`src/rtl/vga_pkg.sv`:
```
// Shared VGA definitions used by the timing generator and the fetch/align stage:
// default active area, default sync polarity, image-centring helpers and the
// side-band bundle that travels alongside each pixel.
package vga_pkg;

  localparam int   VGA_H_ACT    = 640;
  localparam int   VGA_V_ACT    = 480;
  localparam logic VGA_SYNC_ACT = 1'b0;

  // Per-pixel side-band carried in step with the BRAM read.
  typedef struct packed {
    logic hsync;
    logic vsync;
    logic videoon;
    logic in_img;
  } sideband_t;

  // Left margin that centres an image of img_w pixels on an h_act-wide line.
  function automatic int x_off(input int h_act, input int img_w);
    return (h_act - img_w) / 2;
  endfunction

  // Top margin that centres an image of img_h lines on a v_act-tall frame.
  function automatic int y_off(input int v_act, input int img_h);
    return (v_act - img_h) / 2;
  endfunction

endpackage

```
`src/rtl/img_fetch_align_if.sv`:
```
// Block-RAM read port between the fetch stage (master) and the image memory
// (slave). Read data is valid one clk after address/enable.
interface img_fetch_align_if #(
  parameter int ADDR_W = 16,
  parameter int RGB_W  = 12
);

  logic [ADDR_W-1:0] mem_addr;
  logic              mem_en;
  logic [RGB_W-1:0]  mem_rdata;

  modport master (
    output mem_addr,
    output mem_en,
    input  mem_rdata
  );

  modport slave (
    input  mem_addr,
    input  mem_en,
    output mem_rdata
  );

endinterface

```
`src/rtl/pix_delay_line.sv`:
```
// Pixel-enable qualified shift register. Each ce pulse moves the data one
// stage along; between pulses every stage holds.
module pix_delay_line #(
  parameter int               WIDTH   = 1,
  parameter int               DEPTH   = 1,
  parameter logic [WIDTH-1:0] RST_VAL = '0
) (
  input  logic             clk,
  input  logic             reset,
  input  logic             ce,
  input  logic [WIDTH-1:0] d,
  output logic [WIDTH-1:0] q
);

  logic [WIDTH-1:0] pipe_q [DEPTH];
  logic [WIDTH-1:0] pipe_d [DEPTH];

  // Next contents: new sample enters stage 0, older samples move one stage on.
  always_comb begin
    pipe_d[0] = d;
    for (int i = 1; i < DEPTH; i++) begin
      pipe_d[i] = pipe_q[i-1];
    end
  end

  // Shift on ce only.
  always_ff @(posedge clk or posedge reset) begin
    if (reset) begin
      // NOTE: this is a handful of control flops, not a RAM, so every stage is
      // reset to the idle pattern; a data memory would be left unreset.
      for (int i = 0; i < DEPTH; i++) begin
        pipe_q[i] <= RST_VAL;
      end
    end else if (ce) begin
      for (int i = 0; i < DEPTH; i++) begin
        pipe_q[i] <= pipe_d[i];
      end
    end
  end

  assign q = pipe_q[DEPTH-1];

endmodule

```
`src/rtl/img_fetch_align.sv`:
```
// Pixel fetch and alignment between the VGA timing generator and the DAC.
// Centres an IMG_W x IMG_H image in the active area, walks the BRAM with an
// incrementing address (no multiplier), and delays syncs/blanking so they
// leave in step with the returned pixel data, two pix_ce pulses after input.
module img_fetch_align
  import vga_pkg::*;
#(
  parameter int               IMG_W    = 300,
  parameter int               IMG_H    = 200,
  parameter int               H_ACT    = VGA_H_ACT,
  parameter int               V_ACT    = VGA_V_ACT,
  parameter int               ADDR_W   = 16,
  parameter int               RGB_W    = 12,
  parameter logic [RGB_W-1:0] BORDER   = '0,
  parameter logic             SYNC_ACT = VGA_SYNC_ACT
) (
  input  logic                clk,
  input  logic                reset,
  input  logic                pix_ce,
  input  logic                hsync_in,
  input  logic                vsync_in,
  input  logic                videoon_in,
  input  logic [9:0]          x_in,
  input  logic [9:0]          y_in,
  img_fetch_align_if.master   mem,
  output logic                hsync_out,
  output logic                vsync_out,
  output logic [RGB_W-1:0]    rgb_out,
  output logic                frame_start,
  output logic                addr_err
);

  localparam int X_OFF  = x_off(H_ACT, IMG_W);
  localparam int Y_OFF  = y_off(V_ACT, IMG_H);
  localparam int PIXELS = IMG_W * IMG_H;

  localparam logic [9:0] X_LO = 10'(X_OFF);
  localparam logic [9:0] X_HI = 10'(X_OFF + IMG_W);
  localparam logic [9:0] Y_LO = 10'(Y_OFF);
  localparam logic [9:0] Y_HI = 10'(Y_OFF + IMG_H);

  // The counter needs one extra bit so it can sit at PIXELS when the image
  // exactly fills the address space.
  localparam logic [ADDR_W:0]   CNT_MAX   = (ADDR_W+1)'(PIXELS);
  localparam logic [ADDR_W:0]   CNT_ONE   = (ADDR_W+1)'(1);
  localparam logic [ADDR_W-1:0] LAST_ADDR = ADDR_W'(PIXELS - 1);

  localparam logic [0:0] ST_WAIT = 1'b0;
  localparam logic [0:0] ST_RUN  = 1'b1;

  localparam sideband_t SB_IDLE = '{
    hsync:   ~SYNC_ACT,
    vsync:   ~SYNC_ACT,
    videoon: 1'b0,
    in_img:  1'b0
  };

  if (longint'(PIXELS) > (longint'(1) << ADDR_W)) begin : g_size_check
    $error("img_fetch_align: IMG_W*IMG_H does not fit in ADDR_W address bits");
  end

  logic [0:0]        state_q, state_d;
  logic [ADDR_W:0]   cnt_q, cnt_d;
  logic [ADDR_W-1:0] mem_addr_q, mem_addr_d;
  logic              mem_en_q, mem_en_d;
  logic              addr_err_q, addr_err_d;
  logic              frame_start_q, frame_start_d;
  logic              hsync_out_q, hsync_out_d;
  logic              vsync_out_q, vsync_out_d;
  logic [RGB_W-1:0]  rgb_out_q, rgb_out_d;

  logic              origin;
  logic              in_img;
  logic              fetch_act;
  logic [ADDR_W:0]   base;
  sideband_t         sb_in;
  sideband_t         sb_q;

  // The (0,0) sample both starts the first frame and restarts every later one,
  // so it is handled as a RUN sample even while the FSM still reads WAIT.
  assign origin    = (x_in == '0) && (y_in == '0);
  assign in_img    = videoon_in &&
                     (x_in >= X_LO) && (x_in < X_HI) &&
                     (y_in >= Y_LO) && (y_in < Y_HI);
  assign fetch_act = (state_q == ST_RUN) || origin;

  // FSM, address counter, read request and frame marker.
  always_comb begin
    // NOTE: every signal written here gets its default first, so no path can
    // leave one unassigned and infer a latch.
    state_d       = state_q;
    cnt_d         = cnt_q;
    mem_addr_d    = mem_addr_q;
    mem_en_d      = mem_en_q;
    addr_err_d    = addr_err_q;
    frame_start_d = 1'b0;
    base          = cnt_q;

    if (pix_ce) begin
      if (fetch_act) begin
        state_d       = ST_RUN;
        frame_start_d = origin;
        // Clear wins over increment: an in-image origin reads address 0.
        base          = origin ? '0 : cnt_q;
        cnt_d         = base;
        mem_en_d      = in_img;
        if (in_img) begin
          if (base == CNT_MAX) begin
            addr_err_d = 1'b1;
            mem_addr_d = LAST_ADDR;
          end else begin
            mem_addr_d = base[ADDR_W-1:0];
            cnt_d      = base + CNT_ONE;
          end
        end
      end else begin
        mem_en_d = 1'b0;
        cnt_d    = '0;
      end
    end
  end

  // Stage-1 side-band: idle pattern until the first origin has been seen.
  always_comb begin
    sb_in = SB_IDLE;
    if (fetch_act) begin
      sb_in.hsync   = hsync_in;
      sb_in.vsync   = vsync_in;
      sb_in.videoon = videoon_in;
      sb_in.in_img  = in_img;
    end
  end

  pix_delay_line #(
    .WIDTH   ($bits(sideband_t)),
    .DEPTH   (1),
    .RST_VAL (SB_IDLE)
  ) u_sb_dly (
    .clk   (clk),
    .reset (reset),
    .ce    (pix_ce),
    .d     (sb_in),
    .q     (sb_q)
  );

  // Stage-2 output mux: BRAM data inside the image, border colour in the rest
  // of active video, black in blanking. Syncs pass through unchanged.
  always_comb begin
    hsync_out_d = hsync_out_q;
    vsync_out_d = vsync_out_q;
    rgb_out_d   = rgb_out_q;
    if (pix_ce) begin
      hsync_out_d = sb_q.hsync;
      vsync_out_d = sb_q.vsync;
      if (sb_q.in_img) begin
        rgb_out_d = mem.mem_rdata;
      end else if (sb_q.videoon) begin
        rgb_out_d = BORDER;
      end else begin
        rgb_out_d = '0;
      end
    end
  end

  // State registers; reset forces the idle/black picture immediately.
  always_ff @(posedge clk or posedge reset) begin
    if (reset) begin
      state_q       <= ST_WAIT;
      cnt_q         <= '0;
      mem_addr_q    <= '0;
      mem_en_q      <= 1'b0;
      addr_err_q    <= 1'b0;
      frame_start_q <= 1'b0;
      hsync_out_q   <= ~SYNC_ACT;
      vsync_out_q   <= ~SYNC_ACT;
      rgb_out_q     <= '0;
    end else begin
      // NOTE: non-blocking assignments so every flop samples the pre-edge
      // values and the order of these lines does not matter.
      state_q       <= state_d;
      cnt_q         <= cnt_d;
      mem_addr_q    <= mem_addr_d;
      mem_en_q      <= mem_en_d;
      addr_err_q    <= addr_err_d;
      frame_start_q <= frame_start_d;
      hsync_out_q   <= hsync_out_d;
      vsync_out_q   <= vsync_out_d;
      rgb_out_q     <= rgb_out_d;
    end
  end

  assign mem.mem_addr = mem_addr_q;
  assign mem.mem_en   = mem_en_q;
  assign hsync_out    = hsync_out_q;
  assign vsync_out    = vsync_out_q;
  assign rgb_out      = rgb_out_q;
  assign frame_start  = frame_start_q;
  assign addr_err     = addr_err_q;

endmodule
```
`src/flat_wrapper.sv`:
```
// flat-port wrapper written by rule: the top's interface ports become plain ports
module img_fetch_align_flat import vga_pkg::*;
#(
  parameter int               IMG_W    = 300,
  parameter int               IMG_H    = 200,
  parameter int               H_ACT    = VGA_H_ACT,
  parameter int               V_ACT    = VGA_V_ACT,
  parameter int               ADDR_W   = 16,
  parameter int               RGB_W    = 12,
  parameter logic [RGB_W-1:0] BORDER   = '0,
  parameter logic             SYNC_ACT = VGA_SYNC_ACT
)
  (clk, reset, pix_ce, hsync_in, vsync_in, videoon_in, x_in, y_in, hsync_out, vsync_out, rgb_out, frame_start, addr_err, mem_mem_addr, mem_mem_en, mem_mem_rdata);
  img_fetch_align_if #(.ADDR_W(ADDR_W), .RGB_W(RGB_W)) mem_i ();
  input  logic clk;
  input  logic reset;
  input  logic pix_ce;
  input  logic hsync_in;
  input  logic vsync_in;
  input  logic videoon_in;
  input  logic [9:0] x_in;
  input  logic [9:0] y_in;
  output logic hsync_out;
  output logic vsync_out;
  output logic [RGB_W-1:0] rgb_out;
  output logic frame_start;
  output logic addr_err;
  output wire logic [$bits(mem_i.mem_addr)-1:0] mem_mem_addr;
  output wire logic [$bits(mem_i.mem_en)-1:0] mem_mem_en;
  input wire logic [$bits(mem_i.mem_rdata)-1:0] mem_mem_rdata;
  assign mem_mem_addr = mem_i.mem_addr;
  assign mem_mem_en = mem_i.mem_en;
  assign mem_i.mem_rdata = mem_mem_rdata;
  img_fetch_align #(.IMG_W(IMG_W), .IMG_H(IMG_H), .H_ACT(H_ACT), .V_ACT(V_ACT), .ADDR_W(ADDR_W), .RGB_W(RGB_W), .BORDER(BORDER), .SYNC_ACT(SYNC_ACT)) u_core (.clk(clk), .reset(reset), .pix_ce(pix_ce), .hsync_in(hsync_in), .vsync_in(vsync_in), .videoon_in(videoon_in), .x_in(x_in), .y_in(y_in), .mem(mem_i), .hsync_out(hsync_out), .vsync_out(vsync_out), .rgb_out(rgb_out), .frame_start(frame_start), .addr_err(addr_err));
endmodule
```
`config.mk`:
```
export PLATFORM = sky130hd
export DESIGN_NAME = img_fetch_align_flat
export DESIGN_NICKNAME = d
export VERILOG_FILES = /design/src/rtl/vga_pkg.sv /design/src/rtl/img_fetch_align_if.sv /design/src/rtl/pix_delay_line.sv /design/src/rtl/img_fetch_align.sv /design/src/flat_wrapper.sv
export SDC_FILE = /design/constraint.sdc
export NUM_CORES = 1
export LEC_CHECK = 0
export ABC_AREA = 1
export ABC_CLOCK_PERIOD_IN_PS = 3300
export CORE_UTILIZATION = 54
export DETAILED_ROUTE_END_ITERATION = 10
export GPL_TIMING_DRIVEN = 0
export PLACE_DENSITY_LB_ADDON = 0.3
export RECOVER_POWER = 100
export SLEW_MARGIN = 30
export SYNTH_ARGS = -nofsm -noshare
export SYNTH_HDL_FRONTEND = slang
export SYNTH_HIERARCHICAL = 1
export SYNTH_SLANG_ARGS = --single-unit
export TNS_END_PERCENT = 100
```
`constraint.sdc`:
```
create_clock -name clk -period 3.3 [get_ports clk]
set_clock_uncertainty 0.15 [all_clocks]
set_input_delay 0.99 -clock clk [delete_from_list [all_inputs] [get_ports clk]]
set_output_delay 0.99 -clock clk [all_outputs]
set_load 0.005 [all_outputs]
```
==> impl_metrics.env <==
export IMPL_power_switching_share=0.283
export IMPL_cap_violations=0
export IMPL_crit_top_cell="nand2_1"
export IMPL_syn2layout_area_growth_pct=33.3
export IMPL_syn_area_per_cell_sq_um=7.44
export IMPL_hold_worst_slack_ps=318
export IMPL_ir_drop_mv=0.216
export IMPL_grt_pass1_vias=2753
export IMPL_arrival_ps=3300
export IMPL_htreeDepth=2
export IMPL_worstPathMaxFanout=10
export IMPL_crit_path_start_kind="input pin"
export IMPL_hp_class="reg -> reg"
export IMPL_pin_count=71
export IMPL_grtUsageMet3=0.0464
export IMPL_pwr_share_seq=0.527
export IMPL_p_clk_frac=0.262
export IMPL_antenna_found_initial=0
export IMPL_cts_sinks=54
export IMPL_drive_gt1_frac=0.134
export IMPL_leakage_nw=2.17
export IMPL_die_w_microns=76.8
export IMPL_tritoncts_num_buffers=5
export IMPL_period_minus_slack_ps=3200
export IMPL_cp_required_ps=3390
export IMPL_synth_cells=406
export IMPL_antenna_cells=0
export IMPL_fin_nets=534
export IMPL_cts_hold_buf=0
export IMPL_fin_util=0.769
export IMPL_tritoncts="yes"
export IMPL_wirelength_microns=7610
export IMPL_netlist_area_sq_um=3020
export IMPL_relSlewSlack=0.284
export IMPL_tightestPinTransition_ps=1070
export IMPL_drc_errors=0
export IMPL_dieArea_sq_um=5900
export IMPL_rows=26
export IMPL_top_usage_layer="met2"
export IMPL_via_per_inst=5.30
export IMPL_min_period_over_period=0.971
export IMPL_io_buffers=70
export IMPL_finalMaxSlewViolations=0
export IMPL_grt_util_met2=0.454
export IMPL_die_y_microns=76.8
export IMPL_wl_per_cell_microns=13.5
export IMPL_met1_usage=0.348
export IMPL_core_area_sq_um=5240
export IMPL_initial_core_util=0.577
export IMPL_hold_viol=0
export IMPL_hpwl_microns=5310
export IMPL_clock_root_buffer="clkbuf_8"
export IMPL_pre_cts_slack_ps=-769
export IMPL_outcome="finished clean"
export IMPL_setup_viol=0
export IMPL_rsz0062_at_grt="no"
export IMPL_ant_nets=0
export IMPL_setup_slack_ps=96.5
export IMPL_n_fill_cell=396
export IMPL_fmax_mhz=312
export IMPL_pwr_share_comb=0.210
export IMPL_internal_power_mw=1.03
export IMPL_num_vias=2989
export IMPL_ys_warnings_count=6
export IMPL_grt_total_usage=0.270
export IMPL_grt_start_max_net_pins=52
export IMPL_grt_pass1_wl_microns=12500
export IMPL_cp_end_kind="register"
export IMPL_cp_cell_sequence="clkdlybuf4s50_1, nor2_1, nand2_1, nor2_2, nand3_4, clkbuf_4, clkbuf_4, clkbuf_1, nand2_1, nand2_1, inv_1, clkbuf_2, nand3_1, nand2_1"
export IMPL_clkLatencyLatePin_ps=300
export IMPL_power_switching_mw=0.408
export IMPL_critical_path_buf_inv_count=6
export IMPL_critical_path_top_delay_family="buffers and inverters"
export IMPL_dr_pass1_iters=5
export IMPL_powerDensity_nw_per_um2=358
export IMPL_critPathKind="in -> reg"
export IMPL_clkTransAtPathRegs_ps=90
export IMPL_gr_total_overflow=0
export IMPL_cpPeakStageDelay_ps=390
export IMPL_cts_buffer_depth=2
export IMPL_drt_initial_drc_count=315
export IMPL_place_gp_congestion=0.915
export IMPL_syn_nets=447
export IMPL_slowest_stage="clkdlybuf4s50_1"
export IMPL_finalPower_mw=1.44
-- area by class of cell --
| class | instances | area, sq um | share of cell area |
|---|---|---|---|
| Multi-Input combinational cell | 298 | 1500 | 0.373 |
| Sequential cell | 54 | 1360 | 0.337 |
| Timing Repair Buffer | 82 | 772 | 0.192 |
| Inverter | 42 | 163 | 0.0404 |
| Tap cell | 70 | 87.6 | 0.0218 |
| Clock buffer | 6 | 82.6 | 0.0205 |
| Buffer | 10 | 52.6 | 0.0131 |
| Clock inverter | 2 | 12.5 | 0.00311 |
-- final timing paths --
| path | slack [ps] | endpoint | from | depth (start not counted) |
|---|---|---|---|---|
| min | 320 | u_core/state_q | u_core/state_q | 2 |
| min reg2reg | 320 | u_core/state_q | u_core/state_q | 2 |
| max in group asynchronous | 1060 | u_core/rgb_out[2] | reset | 2 |
| max reg2reg | 1320 | u_core/cnt_q[16] | u_core/cnt_q[0] | 12 |
| min in group asynchronous | 870 | u_core/u_sb_dly/q[0] | reset | 2 |
| max | 100 | u_core/cnt_q[7] | y_in[0] | 14 |
-- flip-flops by register name, summed over array words and instances (netlist names), 3 cells and up --
name / cells
u_core/u_sb_dly/q: 3
u_core/mem.mem_addr: 16
u_core/cnt_q: 17
u_core/rgb_out: 12
-- worst register-to-register path, cell delays in order (launching register included) --
cell,delay [ps]
dfrtp_1,490
nand2_8,80
inv_1,90
ha_2,200
nand2_1,50
inv_1,70
nand3_2,120
nor2_4,150
nand2_2,120
nor2_4,140
nand3b_1,80
nand3_1,90
nand2_1,50
-- timing repair --
item / in CTS / in global routing
endpoints found under the setup margin: 20 / 20
setup buffers: 7 / 5
gates cloned: 0 / 0
pin swaps: 16 / 13
resized for setup: 26 / 14
-- power groups by stage --
stage	clock network (mW)	logic, mW	registers (mW)
floorplan	0	0.143	0.765
global placement	0	0.289	0.766
detailed placement	0	0.300	0.768
CTS	0.389	0.303	0.758
global route	0.419	0.339	0.766
finish	0.378	0.303	0.760
-- cell usage in the layout (no fill, tap or decap), types with 3 or more instances in the layout --
cell type	count
nor2_2	9
clkbuf_2	3
dlygate4sd2_1	16
buf_4	9
dfrtp_1	50
o21ai_1	18
dlygate4sd3_1	35
nor2_4	4
clkbuf_1	7
clkdlybuf4s50_1	17
nand3_1	38
nand2_1	158
o21ai_0	4
inv_2	3
dfstp_2	4
nand3b_1	6
o22ai_1	4
clkbuf_8	6
inv_1	37
nand2_2	6
nor2_1	26
-- per-stage QoR --
step                area (sq um)  setup TNS [ps]  cells
detailed placement          3810          -12900    546
floorplan                   3020               0    406
CTS                         3960               0    560
finish                      4030               0    564
global route                4030               0    564
global placement            3810          -13790    546
-- metal layers --
metal | share of wire | vias to the layer above
met4 | 0.028 | 0
met5 | 0 | -
li1 | - | 1447
met3 | 0.055 | 24
met1 | 0.43 | 1388
met2 | 0.49 | 130
No activity file was read; power rests on OpenSTA's default activity.
